[config.mk]
export PLATFORM = sky130hd
export DESIGN_NAME = ncs_hop_ctrl
export DESIGN_NICKNAME = d
export VERILOG_FILES = /design/src/rtl/ncs_hop_ctrl.sv
export SDC_FILE = /design/constraint.sdc
export NUM_CORES = 1
export LEC_CHECK = 0
export BUFFER_PORTS_ARGS = -buffer_cell sky130_fd_sc_hd__buf_2
export CAP_MARGIN = 0
export CORE_MARGIN = 5
export CORE_UTILIZATION = 53
export CTS_CLUSTER_SIZE = 30
export DETAILED_ROUTE_END_ITERATION = 8
export PLACE_DENSITY = 0.81
export SKIP_CTS_REPAIR_TIMING = 1
export SLEW_MARGIN = 20
export SYNTH_ARGS = -nofsm -noshare
export SYNTH_HDL_FRONTEND = slang
export SYNTH_SLANG_ARGS = --single-unit
[constraint.sdc]
create_clock -name clk -period 1.7 [get_ports clk]
set_input_delay 0.17 -clock clk [delete_from_list [all_inputs] [get_ports clk]]
set_output_delay 0.17 -clock clk [all_outputs]
set_load 0.01 [all_outputs]
[src/rtl/ncs_hop_ctrl.sv]
// PUCCH cyclic-shift hopping controller: drives c_seq_gen (8 bits/cycle) and streams n_cs.
// Optional NCS_TABLE_EN adds a 14-entry readback table of the last collected slot.
module ncs_hop_ctrl #(
    parameter int N_SYMB    = 14,
    parameter int NSLOT_MAX = 159
) (
    input  logic        clk,
    input  logic        rst_n,
    input  logic        i_start,
    input  logic [9:0]  i_nid,
    input  logic [7:0]  i_nslot,
    input  logic        i_abort,
    output logic        o_prbs_en,
    output logic        o_prbs_load,
    output logic [30:0] o_prbs_init,
    input  logic [7:0]  i_prbs_byte,
    input  logic        i_prbs_valid,
    output logic [7:0]  o_ncs,
    output logic [3:0]  o_ncs_sym,
    output logic        o_ncs_valid,
    output logic        o_busy,
    output logic        o_done,
`ifdef NCS_TABLE_EN
    input  logic [3:0]  i_rd_sym,
    output logic [7:0]  o_rd_ncs,
    output logic        o_tbl_valid,
`endif
    output logic        o_err
);

    localparam logic [2:0] S_IDLE = 3'd0;
    localparam logic [2:0] S_LOAD = 3'd1;
    localparam logic [2:0] S_SKIP = 3'd2;
    localparam logic [2:0] S_COLL = 3'd3;
    localparam logic [2:0] S_DONE = 3'd4;

    localparam logic [7:0]  NSLOT_LIM = 8'(NSLOT_MAX);
    localparam logic [3:0]  LAST_SYM  = 4'(N_SYMB - 1);
    localparam logic [11:0] SYMB_W    = 12'(N_SYMB);

    logic [2:0]  state;
    logic [11:0] skip_cnt;
    logic [3:0]  sym_cnt;

    logic start_req;
    logic start_ok;
    logic coll_hit;
    logic coll_last;

    // abort has priority over a start presented in the same cycle
    assign start_req = (state == S_IDLE) && i_start && !i_abort;
    assign start_ok  = start_req && (i_nslot <= NSLOT_LIM);
    assign coll_hit  = (state == S_COLL) && i_prbs_valid && !i_abort;
    assign coll_last = coll_hit && (sym_cnt == LAST_SYM);

    assign o_busy = (state != S_IDLE);

    always_ff @(posedge clk or negedge rst_n) begin
        if (!rst_n) begin
            state       <= S_IDLE;
            skip_cnt    <= '0;
            sym_cnt     <= '0;
            o_prbs_en   <= 1'b0;
            o_prbs_load <= 1'b0;
            o_prbs_init <= '0;
            o_ncs       <= '0;
            o_ncs_sym   <= '0;
            o_ncs_valid <= 1'b0;
            o_done      <= 1'b0;
            o_err       <= 1'b0;
        end else begin
            o_prbs_load <= 1'b0;
            o_ncs_valid <= 1'b0;
            o_done      <= 1'b0;
            o_err       <= 1'b0;
            if (i_abort) begin
                state     <= S_IDLE;
                o_prbs_en <= 1'b0;
            end else begin
                case (state)
                    S_IDLE: begin
                        if (start_ok) begin
                            state       <= S_LOAD;
                            o_prbs_load <= 1'b1;
                            o_prbs_en   <= 1'b1;
                            o_prbs_init <= {21'b0, i_nid};
                            skip_cnt    <= {4'b0, i_nslot} * SYMB_W;
                            sym_cnt     <= '0;
                        end else if (start_req) begin
                            o_err <= 1'b1;
                        end
                    end
                    S_LOAD: begin
                        state <= (skip_cnt != '0) ? S_SKIP : S_COLL;
                    end
                    S_SKIP: begin
                        if (i_prbs_valid) begin
                            skip_cnt <= skip_cnt - 12'd1;
                            if (skip_cnt == 12'd1) begin
                                state <= S_COLL;
                            end
                        end
                    end
                    S_COLL: begin
                        if (i_prbs_valid) begin
                            o_ncs       <= i_prbs_byte;
                            o_ncs_sym   <= sym_cnt;
                            o_ncs_valid <= 1'b1;
                            sym_cnt     <= sym_cnt + 4'd1;
                            if (sym_cnt == LAST_SYM) begin
                                state     <= S_DONE;
                                o_prbs_en <= 1'b0;
                                o_done    <= 1'b1;
                            end
                        end
                    end
                    S_DONE: begin
                        state <= S_IDLE;
                    end
                    default: begin
                        state     <= S_IDLE;
                        o_prbs_en <= 1'b0;
                    end
                endcase
            end
        end
    end

`ifdef NCS_TABLE_EN
    logic [7:0] tbl [N_SYMB];

    always_ff @(posedge clk or negedge rst_n) begin
        if (!rst_n) begin
            for (int i = 0; i < N_SYMB; i++) begin
                tbl[i] <= '0;
            end
            o_tbl_valid <= 1'b0;
        end else begin
            if (coll_hit) begin
                for (int i = 0; i < N_SYMB; i++) begin
                    if (sym_cnt == 4'(i)) begin
                        tbl[i] <= i_prbs_byte;
                    end
                end
            end
            if (start_ok) begin
                o_tbl_valid <= 1'b0;
            end else if (coll_last) begin
                o_tbl_valid <= 1'b1;
            end
        end
    end

    always_comb begin
        o_rd_ncs = '0;
        for (int i = 0; i < N_SYMB; i++) begin
            if (i_rd_sym == 4'(i)) begin
                o_rd_ncs = tbl[i];
            end
        end
    end
`else
    logic unused_last;
    assign unused_last = coll_last;
`endif

endmodule

==> results of run 1 <==
## cell type report
class / instances / area (µm²)
clock inverters: 3 / 23.8
repair buffers: 104 / 677
fillers: 386 / 1470
inverters: 16 / 60.1
well taps: 70 / 87.6
flip-flops and latches: 46 / 1150
clock buffers: 5 / 68.8
multi-input cells: 258 / 1670
## per-layer routing
layer	part of all wire	vias up
met5	0	-
met4	0.021	0
met3	0.058	14
met2	0.51	93
met1	0.41	1200
li1	-	1271
## cells by family (layout without fill, tap and decap cells)
| logic type | after synthesis | after routing | synth area share |
|---|---|---|---|
| and+or+nand+nor | 147 | 147 | 0.236 |
| AOI/OAI and AO/OA | 61 | 61 | 0.126 |
| buffers and inverters | 47 | 128 | 0.0957 |
| DFF | 46 | 46 | 0.398 |
| adders and majority gates | 26 | 26 | 0.133 |
| xor gates and xnor gates | 3 | 3 | 0.00910 |
| other | 1 | 21 | 0.00130 |
## sequential cells by signal, indices dropped and copies added (netlist names)
| register | cells |
|---|---|
| o_ncs | 8 |
| o_prbs_init | 10 |
| o_prbs_load | 1 |
| o_err | 1 |
| o_ncs_sym | 4 |
| o_ncs_valid | 1 |
| sym_cnt | 4 |
| o_done | 1 |
| state | 3 |
| o_prbs_en | 1 |
| skip_cnt | 12 |
## worst min-delay path by stage
stage | startpoint | slack (ns) | endpoint
3_3_place_gp | rst_n | 0.29 | skip_cnt[6]$_DFFE_PN0P_
6_report | rst_n | -0.07 | skip_cnt[6]$_DFFE_PN0P_
4_1_cts | rst_n | -0.04 | skip_cnt[6]$_DFFE_PN0P_
3_5_place_dp | rst_n | 0.29 | skip_cnt[2]$_DFFE_PN0P_
5_1_grt | rst_n | 0.001 | sym_cnt[0]$_DFFE_PN0P_
2_1_floorplan | rst_n | -0.13 | o_done$_DFF_PN0_
## worst reg2reg max path, cell delays in order (launching register included)
cell	delay (ns)
dfrtp_1	0.49
nor4b_4	0.34
nand2_2	0.13
and2_4	0.19
buf_4	0.15
a21oi_2	0.13
nand4_1	0.10
## per-stage QoR
stage | total power (µW) | hold WS (ns)
3_3_place_gp | 2490 | 0.291
5_1_grt | 3560 | 0.00107
2_1_floorplan | 2120 | -0.126
4_1_cts | 3230 | -0.0362
6_report | 3350 | -0.0696
3_5_place_dp | 2540 | 0.293
## placed cells by master (no fill, tap or decap), drive strengths merged, types with 5 or more instances in the layout
cell    count
a21oi      21
buf       104
clkbuf      5
conb       21
dfrtp      46
fa          8
ha         18
inv        17
nand2      83
nand2b      5
nand3      12
nand4       7
nor2       20
nor3        5
o21ai      27
## report_power, final
| part | switching [µW] | leakage (µW) | internal (µW) | total (µW) |
|---|---|---|---|---|
| logic | 649 | 0.00131 | 565 | 1210 |
| clock network | 391 | 0.0000408 | 294 | 685 |
| registers | 162 | 0.000596 | 1290 | 1450 |
==> results_dict.tcl, run 1 <==
set metrics [dict create \
    status "finished, violations left" \
    violations "negative hold slack, negative setup slack" \
    critPathRequiredTime_ns 1.89 \
    rsz0062_at_grt "yes" \
    die_y_um 83.8 \
    start_util 0.555 \
    first_pass_iters 5 \
    area_growth_pct 29.3 \
    h-tree-depth 2 \
    relSlewSlack 0.626 \
    synth_edf_count 0 \
    critPathBufInv 2 \
    avgViaCountPerCell 5.14 \
    met1_usage 0.253 \
    seq_area_frac_synth 0.398 \
    grt_pass1_wl_mm 11.3 \
    hold_viol_final 46 \
    postRouteWirelength_mm 6.91 \
    slew_viol_final 0 \
    timing.final.crit_share 1.14 \
    cp-end-kind "flop" \
    p_per_area_nw_per_um2 897 \
    finClkSkew_ns 0.00742 \
    place_inst 490 \
    synth_ff_type "dfrtp_1" \
    path_class "in2reg" \
    fin_area_um2 3740 \
    dp_hpwl_mm 5.00 \
    rr_endpoint "skip_cnt[11]$_DFFE_PN0P_" \
    cp_top_family "adder cells" \
    tightest_slew_ns 0.562 \
    setup-tns-final_ns -0.845 \
    synth.cell_area_um2 2890 \
    critPathCapture "skip_cnt[9]$_DFFE_PN0P_" \
    yosysWarnings 0 \
    crit_path_start_kind "input port" \
    drtIter0Drc 183 \
    die_w_um 83.8 \
    use_met3 0.0444 \
    track_usage 0.195 \
    cts_made_buffers 5 \
    grt_pass1_vias 2512 \
    cp.arrival_ns 2.12 \
    synth_top_cell_by_area "dfrtp_1" \
    root_buffer "clkbuf_8" \
    cp.depth 11 \
    ir_drop_uv 621 \
    final_core_util 0.718 \
    placed_cell_area_um2 3470 \
    synth.avg_cell_area_um2 8.73 \
    drc 0 \
    critPathMaxStageDelay_ns 0.55 \
    crit_path_start "i_nslot[0]" \
    clock-sinks 46 \
    clock_latency_ns 0.30 \
    cts.clk_slew.worst_paths_ns 0.09 \
    worst-r2r-setup-slack_ns 0.04 \
    place_congestion 0.820 \
    ys_top_cells_by_area "dfrtp_1 40%, nand2_1 11%, ha_1 7.8%" \
    avgRoutedWirePerCell_um 13.8 \
    ant_nets 0 \
    grt-busiest-layer "met2" \
    fp.coreArea_um2 5200 \
    leakage_uw 0.00195 \
    slowest_stage "fa_1" \
    period_needed_ns 1.93 \
    finalWorstSetupSlack_ns -0.235 \
    yosys.area.top_type_share 0.398 \
    synth-seq-cells 46 \
    port_buffers 58 \
    path_cells "buf_8 > fa_1 > ha_2 > inv_2 > fa_2 > nand2b_4 > a21oi_4 > o21ai_4 > a21oi_2 > o22a_1 > o21ai_1" \
    grt_antenna_before_repair 0 \
    path_max_fanout 3 \
    hp-class "in2async" \
    final_cells 502 \
    hold_slack_ns -0.0696 \
    r2r-start "state[2]$_DFFE_PN0P_" \
    rr_worst_depth 6 \
    synthCells 331 \
    fin_nets 488 \
    synth_common_cells "81 x nand2_1, 46 x dfrtp_1, 22 x buf_4" \
    use_met2 0.322 \
    grt_max_degree 47 \
    place_ws_ns -0.600 \
    cap_violations 0 \
    async_flop_share 1.00 \
    die-area_um2 7030 \
    grt-ovfl-total 0 \
    cts_tree "built" \
    drive_above_1_share 0.333 \
    max_freq_mhz 517 \
    synth_cell_types 47 \
    vias 2578 \
    finalSetupViolations 6 \
    yosysMostFrequentCell "nand2_1" \
    io_pins 80 \
    n_antenna_cell 0 \
    rows 26 \
    clock_path_buffers 2 \
]
(Power assumes the default switching activity.)
==> run 2: changes to the inputs <==
CORE_UTILIZATION = 57   (was 53)
PLACE_DENSITY = 0.86   (was 0.81)
SLEW_MARGIN = not set   (was 20)
clock period = 2.3 ns   (was 1.7 ns; I/O delays follow)
==> run 2 against run 1 <==
Compared with the run above: register-to-register slack gained 0.48 ns; cell area shrank 10%; global-route usage is 1.5 points higher; clock skew decreased by 0.0010 ns; largest cell class unchanged; critical path depth unchanged; the run now ends clean; clock power decreased by 26%; utilization fell by 5.0 points.
==> results_dict.tcl, run 2 (synthesis gave the netlist of run 1 again) <==
set metrics [dict create \
    tightest_slew_ns 0.564 \
    cts_tree "built" \
    grt_max_degree 21 \
    cts.clk_slew.worst_paths_ns 0.09 \
    ant_nets 0 \
    n_antenna_cell 0 \
    avgRoutedWirePerCell_um 13.7 \
    fin_nets 457 \
    cts_made_buffers 5 \
    hp-class "in2reg" \
    relSlewSlack 0.623 \
    hold_viol_final 0 \
    die-area_um2 6590 \
    crit_path_start_kind "input port" \
    port_buffers 58 \
    max_freq_mhz 474 \
    final_common_cell "nand2_1" \
    avgViaCountPerCell 5.26 \
    grt-ovfl-total 0 \
    dp_hpwl_mm 4.94 \
    start_util 0.577 \
    rows 26 \
    fp.coreArea_um2 5010 \
    clock_path_buffers 2 \
    first_pass_iters 4 \
    path_max_fanout 3 \
    drive_above_1_share 0.234 \
    num-fill-cells 425 \
    p_per_area_nw_per_um2 685 \
    cap_violations 0 \
    rsz0062_at_grt "no" \
    track_usage 0.210 \
    root_buffer "clkbuf_8" \
    leakage_uw 0.00176 \
    die_y_um 81.2 \
    fin_area_um2 3340 \
    timing.final.crit_share 0.917 \
    cp-end-kind "flop" \
    io_pins 80 \
    drtIter0Drc 211 \
    die_w_um 81.2 \
    reg_top3 "skip_cnt: 12 flops, o_prbs_init: 10 flops, o_ncs: 8 flops" \
    finClkSkew_ns 0.00639 \
    hold_slack_ns 0.109 \
    vias 2479 \
    h-tree-depth 2 \
    cp.arrival_ns 2.30 \
    placed_cell_area_um2 3230 \
    status "finished clean" \
    grt_pass1_wl_mm 10.8 \
    clock-sinks 46 \
    grt_antenna_before_repair 0 \
    grt_pass1_vias 2391 \
    critPathRequiredTime_ns 2.49 \
    final_core_util 0.668 \
    largest_reg_flops 12 \
    finalSetupViolations 0 \
    area_growth_pct 15.8 \
    ir_drop_uv 352 \
    clock_latency_ns 0.30 \
    slew_viol_final 0 \
    drc 0 \
    final_cell_mix "81 x nand2_1, 58 x buf_2, 46 x dfrtp_1" \
    place_congestion 0.833 \
    postRouteWirelength_mm 6.46 \
    largest_register "skip_cnt" \
    period_needed_ns 2.11 \
    path_class "in2reg" \
]
## run 2: changes by cell type in the layout (fill, tap and decap cells not counted), sizes merged
| cell | change |
|---|---|
| buf | -32 |
| dlygate4sd3 | +1 |
## run 2: worst paths after layout
kind                            slack [ns]                          to                       start  cells past startpoint
worst max-delay path                  0.19     skip_cnt[9]$_DFFE_PN0P_                  i_nslot[0]                     11
worst min-delay path                  0.11  o_prbs_init[1]$_DFFE_PN0P_                    i_nid[1]                      3
worst max register to register        0.52     skip_cnt[8]$_DFFE_PN0P_        state[0]$_DFFE_PN0P_                      6
worst min register to register        0.48  o_prbs_init[4]$_DFFE_PN0P_  o_prbs_init[4]$_DFFE_PN0P_                      2
max in group asynchronous             1.42     skip_cnt[8]$_DFFE_PN0P_                       rst_n                      3
min in group asynchronous             0.33    o_ncs_sym[0]$_DFFE_PN0P_                       rst_n                      2
## run 2: power breakdown
group	internal, µW	leakage [µW]	switching, µW
Clock	217	0.0000408	291
Sequential	954	0.000596	128
Combinational	295	0.00113	407
Total	1470	0.00176	826
## run 2: through the flow
step                total power [µW]  setup TNS (ns)  setup WS (ns)  std cells
floorplan                       1540               0         0.0932        351
global placement                1740          -0.132         -0.118        462
detailed placement              1780          -0.463         -0.227        462
CTS                             2290               0          0.100        470
global route                    2470               0         0.0517        471
finish                          2290               0          0.190        471
## run 2: cell type report
| class | instances | area, µm² | share of cell area |
|---|---|---|---|
| multi-input cells | 258 | 1550 | 0.463 |
| flip-flops and latches | 46 | 1150 | 0.344 |
| repair buffers | 73 | 405 | 0.121 |
| well taps | 70 | 87.6 | 0.0262 |
| clock buffers | 5 | 68.8 | 0.0206 |
| inverters | 16 | 60.1 | 0.0180 |
| clock inverters | 3 | 23.8 | 0.00711 |
## run 2: worst max-delay path, cell delays in order
cell and delay [ns]:
buf_2 0.12, fa_1 0.55, ha_1 0.16, inv_1 0.05, fa_1 0.39, nand2b_4 0.17
a21oi_2 0.13, o21ai_1 0.12, a21oi_1 0.16, o22a_1 0.16, o21ai_1 0.05
## run 2: metal layers
layer  wire length [µm]  up-vias  global-route usage
met5                  0        -                   0
met2               3270       90               0.350
met4                106        0              0.0726
met3                424       11              0.0377
li1                   -     1209                   -
met1               2660     1169               0.275
==> run 3: changes to the inputs <==
CORE_ASPECT_RATIO = 0.75   (was not set)
==> run 3 against run 2 <==
Compared with the run above: utilization increased by 1.4 points; final cell count fell by 1.9%; count of clock-buffer cells in the layout rose by 1.
==> results_dict.tcl, run 3 (synthesis gave the netlist of run 1 again) <==
set metrics [dict create \
    status "finished clean" \
    fp.coreArea_um2 4900 \
    postRouteWirelength_mm 6.37 \
    ir_drop_uv 568 \
    first_pass_iters 5 \
    cp-end-kind "flop" \
    rr_endpoint "skip_cnt[8]$_DFFE_PN0P_" \
    die-area_um2 6610 \
    grt_antenna_before_repair 0 \
    slowest_stage "fa_1" \
    relSlewSlack 0.637 \
    crit_path_start_kind "input port" \
    worst-r2r-setup-slack_ns 0.48 \
    final_common_cell "nand2_1" \
    io_pins 80 \
    rows 22 \
    finalSetupViolations 0 \
    die_w_um 92.2 \
    hold_depth 3 \
    largest_register "skip_cnt" \
    ant_nets 0 \
    path_max_fanout 3 \
    drive_above_1_share 0.236 \
    p_per_area_nw_per_um2 689 \
    avgRoutedWirePerCell_um 13.8 \
    drc 0 \
    r2r-start "state[1]$_DFFE_PN0P_" \
    path_class "in2reg" \
    cts_tree "built" \
    critPathMaxStageDelay_ns 0.53 \
    port_buffers 58 \
    timing.final.crit_share 0.954 \
    clock_path_buffers 2 \
    area_growth_pct 15.7 \
    period_needed_ns 2.19 \
    final_core_util 0.682 \
    dp_hpwl_mm 4.91 \
    cp.arrival_ns 2.37 \
    num-fill-cells 385 \
    track_usage 0.183 \
    grt_pass1_wl_mm 9.88 \
    place_congestion 0.856 \
    power_uw 2300 \
    cts_made_buffers 5 \
    grt_max_degree 25 \
    placed_cell_area_um2 3230 \
    clock_latency_ns 0.29 \
    h-tree-depth 2 \
    grt_pass1_vias 2180 \
    root_buffer "clkbuf_8" \
    cts.clk_slew.worst_paths_ns 0.09 \
    clock-sinks 46 \
    path_cells "buf_2 > fa_1 > ha_1 > inv_1 > fa_1 > nand2b_4 > a21oi_2 > o21ai_1 > a21oi_1 > o22a_1 > o21ai_1" \
    start_util 0.590 \
    hold_path_end "o_ncs[0]$_DFFE_PN0P_" \
    drtIter0Drc 265 \
    n_antenna_cell 0 \
    hp-class "in2reg" \
    place_inst 453 \
    die_y_um 71.7 \
    finClkSkew_ns 0.00887 \
    grt-ovfl-total 0 \
    vias 2497 \
    reg_top3 "skip_cnt: 12 flops, o_prbs_init: 10 flops, o_ncs: 8 flops" \
    critPathRequiredTime_ns 2.48 \
    rr_worst_depth 6 \
    fin_nets 458 \
    tightest_slew_ns 0.544 \
    fin_area_um2 3340 \
    final_cell_mix "81 x nand2_1, 58 x buf_2, 46 x dfrtp_1" \
    hold_viol_final 0 \
    hold_start "i_prbs_byte[0]" \
    avgViaCountPerCell 5.40 \
    max_freq_mhz 456 \
    final_cells 462 \
    largest_reg_flops 12 \
    leakage_uw 0.00178 \
    hold_slack_ns 0.116 \
    slew_viol_final 0 \
    cap_violations 0 \
]
-- run 3: how the worst max path moves through the flow --
stage                     startpoint                 endpoint  cells past startpoint
after global placement    i_nslot[0]  skip_cnt[9]$_DFFE_PN0P_                     11
after global routing      i_nslot[0]  skip_cnt[9]$_DFFE_PN0P_                     11
after detailed placement  i_nslot[0]  skip_cnt[9]$_DFFE_PN0P_                     11
after CTS                 i_nslot[0]  skip_cnt[9]$_DFFE_PN0P_                     11
final                     i_nslot[0]  skip_cnt[9]$_DFFE_PN0P_                     11
after floorplan           i_nslot[0]  skip_cnt[9]$_DFFE_PN0P_                     10
-- run 3: cell type report --
class / count / area [µm²] / share of cell area
Multi-Input combinational cell: 258 / 1550 / 0.463
Sequential cell: 46 / 1150 / 0.344
Timing Repair Buffer: 74 / 413 / 0.124
Clock buffer: 6 / 82.6 / 0.0247
Tap cell: 60 / 75.1 / 0.0225
Inverter: 16 / 60.1 / 0.0180
Clock inverter: 2 / 12.5 / 0.00374
-- run 3: metrics by stage --
stage                     TNS (ns)  setup WS, ns
after floorplan                  0        0.0932
after global placement      -0.166        -0.131
after detailed placement    -0.407        -0.211
after CTS                        0        0.0910
after global routing       -0.0452       -0.0452
final                            0         0.105
-- run 3: routing by layer --
| layer | up-vias | GRT usage | share of wire |
|---|---|---|---|
| met5 | - | 0 | 0 |
| met4 | 0 | 0.0346 | 0.010 |
| met3 | 8 | 0.0399 | 0.072 |
| met2 | 107 | 0.303 | 0.48 |
| met1 | 1172 | 0.253 | 0.44 |
| li1 | 1210 | - | - |
-- run 3: worst max-delay path: cells and delay by family --
| kind | cells | cell delay, ns |
|---|---|---|
| fa+ha+maj | 3 | 1.08 |
| compound gates | 5 | 0.72 |
| simple gates | 1 | 0.17 |
| buf+inv | 2 | 0.17 |
-- run 3: report_power, final --
group	leakage (µW)	switching, µW	total, µW	internal (µW)
combinational	0.00113	410	710	300
sequential	0.000596	135	1090	954
clock	0.0000472	263	504	242
total	0.00178	808	2300	1500
